## config.mk

```make
export PLATFORM = sky130hd
export DESIGN_NAME = mem_xfer_ctrl
export DESIGN_NICKNAME = d
export VERILOG_FILES = /design/src/rtl/mem_xfer_pkg.sv /design/src/rtl/mem_xfer_ctrl.sv
export SDC_FILE = /design/constraint.sdc
export NUM_CORES = 1
export LEC_CHECK = 0
export CORE_MARGIN = 3
export CORE_UTILIZATION = 30
export CTS_CLUSTER_SIZE = 16
export DETAILED_ROUTE_END_ITERATION = 16
export GPL_TIMING_DRIVEN = 1
export PLACE_DENSITY = 0.7
export SYNTH_ARGS = -nofsm -noshare
export SYNTH_HDL_FRONTEND = slang
export SYNTH_SLANG_ARGS = --single-unit
```

## constraint.sdc

```tcl
create_clock -name clk -period 1.9 [get_ports clk]
set_input_delay 0.38 -clock clk [delete_from_list [all_inputs] [get_ports clk]]
set_output_delay 0.38 -clock clk [all_outputs]
set_load 0.02 [all_outputs]
```

## src/rtl/mem_xfer_pkg.sv

```systemverilog
// Shared types and default widths for the memory transfer controller.
package mem_xfer_pkg;

  localparam int DATA_W_DEF = 8;
  localparam int ADDR_W_DEF = 5;
  localparam int DEPTH_DEF  = 32;

  typedef enum logic [2:0] {
    ST_IDLE     = 3'd0,
    ST_LOAD     = 3'd1,
    ST_RD_ISSUE = 3'd2,
    ST_RD_WAIT  = 3'd3,
    ST_RD_HOLD  = 3'd4,
    ST_DONE     = 3'd5
  } xfer_state_t;

  typedef enum logic {
    MODE_LOAD = 1'b0,
    MODE_DUMP = 1'b1
  } xfer_mode_t;

endpackage

```

## src/rtl/mem_xfer_ctrl.sv

```systemverilog
// Sequencing initiator for the single-port synchronous memory.
// LOAD fills a region from the s_* stream; DUMP streams a region out on m_*.
// Addresses wrap modulo DEPTH because DEPTH is 2**ADDR_W and the address
// register is exactly ADDR_W bits wide.
module mem_xfer_ctrl
  import mem_xfer_pkg::*;
#(
  parameter int DATA_W = DATA_W_DEF,
  parameter int ADDR_W = ADDR_W_DEF,
  parameter int DEPTH  = DEPTH_DEF
) (
  input  logic              clk,
  input  logic              rst_n,
  input  logic              start,
  input  logic              mode,
  input  logic [ADDR_W-1:0] base_addr,
  input  logic [ADDR_W:0]   len,
  output logic              busy,
  output logic              done,
  input  logic              s_valid,
  output logic              s_ready,
  input  logic [DATA_W-1:0] s_data,
  output logic              m_valid,
  input  logic              m_ready,
  output logic [DATA_W-1:0] m_data,
  output logic              mem_read,
  output logic              mem_write,
  output logic [ADDR_W-1:0] mem_addr,
  output logic [DATA_W-1:0] mem_wdata,
  input  logic [DATA_W-1:0] mem_rdata
);

  // Largest meaningful length; anything above it would revisit addresses.
  localparam logic [ADDR_W:0] LEN_MAX = (ADDR_W+1)'(DEPTH);
  localparam logic [ADDR_W:0] CNT_ONE = (ADDR_W+1)'(1);

  xfer_state_t       r_state;
  xfer_mode_t        r_mode;
  logic [ADDR_W-1:0] r_addr;
  logic [ADDR_W:0]   r_cnt;
  logic [DATA_W-1:0] r_mData;

  logic [ADDR_W:0]   w_lenClamped;
  logic              w_wrEn;
  logic              w_rdEn;
  logic              w_lastWord;

  // Clamp oversized requests so a transfer never touches a word twice.
  always_comb begin
    w_lenClamped = (len > LEN_MAX) ? LEN_MAX : len;
  end

  // Memory strobes and stream handshakes decoded from the current state.
  always_comb begin
    w_lastWord = (r_cnt == CNT_ONE);
    s_ready    = (r_state == ST_LOAD) && (r_mode == MODE_LOAD);
    w_wrEn     = s_ready && s_valid;
    w_rdEn     = (r_state == ST_RD_ISSUE) && (r_mode == MODE_DUMP);
    m_valid    = (r_state == ST_RD_HOLD);
    busy       = (r_state != ST_IDLE);
    done       = (r_state == ST_DONE);
    mem_write  = w_wrEn;
    mem_read   = w_rdEn;
    mem_addr   = (w_wrEn || w_rdEn) ? r_addr : '0;
    mem_wdata  = w_wrEn ? s_data : '0;
    m_data     = r_mData;
  end

  // Transfer FSM with its address, count and read-data registers.
  always_ff @(posedge clk or negedge rst_n) begin
    if (!rst_n) begin
      r_state <= ST_IDLE;
      r_mode  <= MODE_LOAD;
      r_addr  <= '0;
      r_cnt   <= '0;
      r_mData <= '0;
    end else begin
      case (r_state)
        ST_IDLE: begin
          if (start) begin
            r_mode <= xfer_mode_t'(mode);
            r_addr <= base_addr;
            r_cnt  <= w_lenClamped;
            if (w_lenClamped == '0)
              r_state <= ST_DONE;
            else if (mode == MODE_LOAD)
              r_state <= ST_LOAD;
            else
              r_state <= ST_RD_ISSUE;
          end
        end
        ST_LOAD: begin
          if (s_valid) begin
            r_addr <= r_addr + 1'b1;
            r_cnt  <= r_cnt - 1'b1;
            if (w_lastWord)
              r_state <= ST_DONE;
          end
        end
        ST_RD_ISSUE: begin
          r_state <= ST_RD_WAIT;
        end
        ST_RD_WAIT: begin
          r_mData <= mem_rdata;
          r_state <= ST_RD_HOLD;
        end
        ST_RD_HOLD: begin
          if (m_ready) begin
            r_addr  <= r_addr + 1'b1;
            r_cnt   <= r_cnt - 1'b1;
            r_state <= w_lastWord ? ST_DONE : ST_RD_ISSUE;
          end
        end
        ST_DONE: begin
          r_state <= ST_IDLE;
        end
        default: begin
          r_state <= ST_IDLE;
        end
      endcase
    end
  end

endmodule

```

---- After elaboration in Yosys (flattened, before gate mapping) ----
Index checks and enable logic that the tools add are counted.
storage, ports and cells
  logic and storage cells ................. 49
  input bits .............................. 33
  register bits after elaboration ......... 23
  output and inout bits ................... 27
cells by class
  add/sub/neg operators ................... 2
  bitwise logic cells ..................... 1
  reduce and logical (&&, ||, !) cells .... 11
  equality and inequality tests ........... 10
  multiplexer cells ....................... 19
  order comparisons ....................... 1
operators by type and width
  operator               number
  $mux W6                4
  $mux W5                4
  $mux W3                6
  $pmux W6 S3            1
  $pmux W3 S5            1
  $pmux W5 S3            1
  $mux W8                1
  $reduce_and A4 Y1      2
  $eq A3 B2 Y1 const B   2
  $eq A3 B3 Y1 const B   2
  $eq A6 B1 Y1 const B   1
  $gt A6 B6 Y1 const B   1
  $logic_not A6 Y1       1
  $ne A2 B2 Y1 const B   3
  $reduce_bool A3 Y1     2
  $sub A6 B1 Y6 const B  1
  $add A5 B1 Y5 const B  1
  $eq A3 B1 Y1 const B   1
  $logic_and A1 B1 Y1    3
  $logic_not A3 Y1       1
  $mux W2                1
  $ne A2 B1 Y1 const B   1
  $reduce_and A2 Y1      1
  $logic_or A1 B1 Y1     1
  $not A1 Y1             1

---- Logic depth before layout (Yosys ltp) ----
  word-level depth ........................ 6
  mapped depth ............................ 6
  depth with buffers taken out ............ 6

---- Least setup slack after synthesis ----
OpenSTA, ideal clock, no wires.
  path type ............................... register to output
  from .................................... reg r_state[1]
  to ...................................... out mem_addr[0]
  cell stages (with the launch flop) ...... 6
  path slack .............................. -0.219 ns
  buffers on the path ..................... 1
  arrival time ............................ 1.739 ns
  data required time ...................... 1.520 ns
  cells stage by stage .................... dfrtp_1 > buf_2 > nand2_1 > nor3_1 > nor2_1 > nor2b_1
between the ends
  elaborated cells between the ends (all ways) .. 7
  classes of those cells .................. eq/ne: 2; mux: 1; reduce/logical: 4
RTL lines
  element                   line                  RTL
  start: declaration        mem_xfer_ctrl.sv:37   xfer_state_t r_state;
  start signal: assignment  mem_xfer_ctrl.sv:111  r_state <= w_lastWord ? ST_DONE : ST_RD_ISSUE;
  $eq A3 B2 Y1              mem_xfer_ctrl.sv:58   w_rdEn = (r_state == ST_RD_ISSUE) && (r_mode == MODE_DUMP);
  $logic_and A1 B1 Y1       mem_xfer_ctrl.sv:58
  via mem_read              mem_xfer_ctrl.sv:26   output logic mem_read,
  $logic_or A1 B1 Y1        mem_xfer_ctrl.sv:64   mem_addr = (w_wrEn || w_rdEn) ? r_addr : '0;
  $mux W5                   mem_xfer_ctrl.sv:64
  end: declaration          mem_xfer_ctrl.sv:28   output logic [ADDR_W-1:0] mem_addr,
The timed path passes the listed nets, and every way through them passes these cells.

---- Worst setup path in the final report ----
  from .................................... reg r_state[2]
  to ...................................... out mem_wdata[4]
between the ends
  cells in the longest elaborated chain, start to end .. 4
ends and longest elaborated chain
  element              line                 RTL
  $eq A3 B1 Y1         mem_xfer_ctrl.sv:56  s_ready = (r_state == ST_LOAD) && (r_mode == MODE_LOAD);
  $logic_and A1 B1 Y1  mem_xfer_ctrl.sv:56
  $logic_and A1 B1 Y1  mem_xfer_ctrl.sv:57  w_wrEn = s_ready && s_valid;
  $mux W8              mem_xfer_ctrl.sv:65  mem_wdata = w_wrEn ? s_data : '0;
  end: declaration     mem_xfer_ctrl.sv:29  output logic [DATA_W-1:0] mem_wdata,
No other way between the ends.

==> impl_metrics.json <==
{
  "switchingPower_w": 0.001618,
  "path_clk_slew_ps": 90,
  "wl_per_cell_um": 12.45,
  "die_w_um": 76.10,
  "postCtsHoldBufs": 0,
  "drtAntennaViolNets": 0,
  "end_kind": "primary output",
  "required_ps": 1520,
  "synth_ff_type": "dfrtp_1",
  "dp_slack_ps": -463.9,
  "tightestPinTransition_ps": 418.6,
  "cts_buffer_depth": 2,
  "drt_wl_total_um": 3734,
  "rr_worst_depth": 6,
  "hold_ws_ps": 467.2,
  "arrival_ps": 1570,
  "hpwl_um": 2903,
  "finalCritPeriodShare_pct": 102.8,
  "fp-row-count": 24,
  "numCtsBuffers": 3,
  "initial_core_util_pct": 32.51,
  "core_um2": 4534,
  "cp-start-kind": "flip-flop",
  "overflow": 0,
  "grt_usage_pct": 12.93,
  "synthCells": 154,
  "drive_above_1_share_pct": 34.89,
  "synth_edf_count": 0,
  "max_cap_viol_count": 0,
  "hold_viol_final": 0,
  "p_per_area_nw_per_um2": 1627,
  "fin_crit_ps": 1953,
  "worst-path-stages": 5,
  "utilization_pct": 52.35,
  "fin_ws_ps": -53.40,
  "reg2reg_from": "r_state[0]",
  "peakVddDrop_v": 0.0009521,
  "via_count": 1398,
  "cts-root-buf": "clkbuf_8",
  "syn_area_per_cell_um2": 9.571,
  "rsz0062_at_grt": "yes",
  "synth_sequential_area_ratio_pct": 39.05,
  "ioPinCount": 60,
  "criticalPathCategory": "reg2out",
  "critPathTopFamily": "simple AND/OR/NAND/NOR gates",
  "status": "finished with violations",
  "path_buf_inv": 2,
  "critPathSlowestCell": "dfrtp_1",
  "seqPwrFrac_pct": 24.5,
  "synthesis.area_um2": 1474,
  "clk_latency_ps": 270,
  "syn_to_final_growth_pct": 61.04,
  "nNetsFinal": 272,
  "synth.distinct_cells": 41,
  "finalSetupViolations": 9,
  "globalplace.congestion": 0.8431,
  "postSynthNetCount": 190,
  "avgViaCountPerCell": 4.660,
  "grt_pass1_wl_um": 6320,
  "antenna_found_initial": 0,
  "dieArea_um2": 5790,
  "grt_max_degree": 24,
  "cpPeakStageDelay_ps": 390,
  "drtIter0Drc": 114,
  "insertedDiodeCount": 0,
  "cts.sinks": 23,
  "drc_errors": 0,
  "die_y_um": 76.10,
  "path_cells": "nand2b_4 -> nor4b_4 -> buf_2 -> and2_4 -> buf_6",
  "async_flop_share_pct": 100.0,
  "drtPass1Iterations": 4,
  "cts_tree": "yes",
  "switching_share_pct": 41.89,
  "crit_start": "r_state[2]",
  "yosys_warnings": 0,
  "fin_skew_ps": 2.531,
  "violations": "setup timing",
  "power_frac_clock_pct": 8.1,
  "ff2ff_setup_slack_ps": 160,
  "slew_headroom_pct": 71.88,
  "r2r_end": "r_cnt[3]",
  "ys_seq_elements": 23,
  "report.final.slew_viol_count": 0,
  "timing.fmax_ghz": 0.5119,
  "grt_pass1_vias": 1372,
  "cts_max_level": 1,
  "comb_power_share_pct": 67.3,
  "leakagePower_nw": 1.035,
  "crit_path_end": "mem_wdata[4]",
  "cp_max_fo": 4,
  "hold_class": "in2async",
  "p_int_w": 0.002244,
  "portBuffers": 59
}
[state kept, by name, indices dropped and copies added (netlist names)]
| register | count |
|---|---|
| m_data | 8 |
| r_addr | 5 |
| r_cnt | 6 |
| r_mode | 1 |
| r_state | 3 |
[cell families (layout without fill, tap and decap cells)]
group,Yosys count,in the layout,synth area share (%)
and+or+nand+nor,61,61,23.85
adders and majority gates,3,3,2.547
buffers and inverters,15,96,5.263
AOI/OAI and AO/OA,35,35,16.72
DFF,23,23,39.05
muxes,17,17,12.56
[final cells by class]
| type | count | area [µm²] |
|---|---|---|
| Clock buffer | 3 | 41.29 |
| Fill cell | 408 | 2161 |
| Inverter | 8 | 30.03 |
| Tap cell | 65 | 81.33 |
| Multi-Input combinational cell | 116 | 872.1 |
| Clock inverter | 1 | 7.507 |
| Sequential cell | 23 | 576.8 |
| Timing Repair Buffer | 84 | 764.5 |
[what timing repair did]
action / in CTS / in global routing
pin swaps: 0 / 9
buffers inserted: 0 / 0
gates cloned: 0 / 1
endpoints found under the setup margin: 19 / 18
gates resized for setup: 56 / 53
[cells in the mapped netlist (all sizes together), types with 2 or more instances]
master	instances	area [µm²]
dfrtp	23	575.6
nand2	13	48.80
mux2	12	135.1
nor2	10	37.54
a21oi	9	52.55
and2	9	56.30
inv	8	30.03
buf	7	47.54
nor2b	6	37.54
nor3	6	30.03
o21ai	6	30.02
mux2i	5	50.05
a31oi	4	25.02
ha	3	37.54
nand2b	3	26.27
nand3	3	15.01
nor3b	3	22.52
a211oi	2	15.01
o22a	2	17.52
o22ai	2	12.51
o32a	2	20.02
or2	2	12.51
[stage by stage]
stage          cells  cell area, µm²  power, W  setup TNS, ps
2_1_floorplan    154            1494  0.002549         -92.07
3_3_place_gp     295            2298  0.003493          -6216
6_report         300            2374  0.003861         -356.4
5_1_grt          300            2374  0.004175          -1544
3_5_place_dp     295            2298  0.003534          -6390
4_1_cts          299            2311  0.003779          -1123
[worst reg2reg max path, cell delays in order, from the launching register on]
cell      delay [ps]
dfrtp_1          430
buf_4            190
nand2b_1         170
a21oi_2          270
buf_4            190
nor3b_1           60
o32a_1           320
[worst min-delay path by stage]
stage               startpoint        end  slack [ps]  cells past startpoint
floorplan                rst_n  m_data[0]          80                      0
global placement     m_data[1]  m_data[1]         490                      1
detailed placement   m_data[1]  m_data[1]         490                      1
CTS                      rst_n  r_addr[2]         480                      2
global route             rst_n  r_addr[2]         500                      2
finish                   rst_n  r_addr[2]         470                      2
[power by group through the flow]
stage	sequential, W	clock, W	combinational (W)
floorplan	0.00104	0	0.00151
global placement	0.000948	0	0.00254
finish	0.000948	0.000314	0.00260
detailed placement	0.000949	0	0.00258
global route	0.000983	0.000344	0.00285
CTS	0.000945	0.000326	0.00251
[routing by layer]
metal	vias up	GRT usage (%)	routed length [µm]
li1	714	-	-
met1	633	16.43	1700
met2	49	21.81	1756
met3	2	3.428	235
met4	0	3.261	41
met5	-	0	0
[layout by cell type, fill, tap and decap left out, types with 7 or more instances in the layout]
cell type | netlist | layout
a21oi_1 | 7 | 7
and2_4 | 0 | 8
buf_4 | 0 | 25
buf_6 | 2 | 12
clkdlybuf4s50_1 | 0 | 39
dfrtp_1 | 23 | 22
inv_1 | 8 | 8
mux2_2 | 11 | 11
nand2_1 | 13 | 13
nor2_1 | 10 | 7
Note: power is estimated with default switching activity, not from simulation.
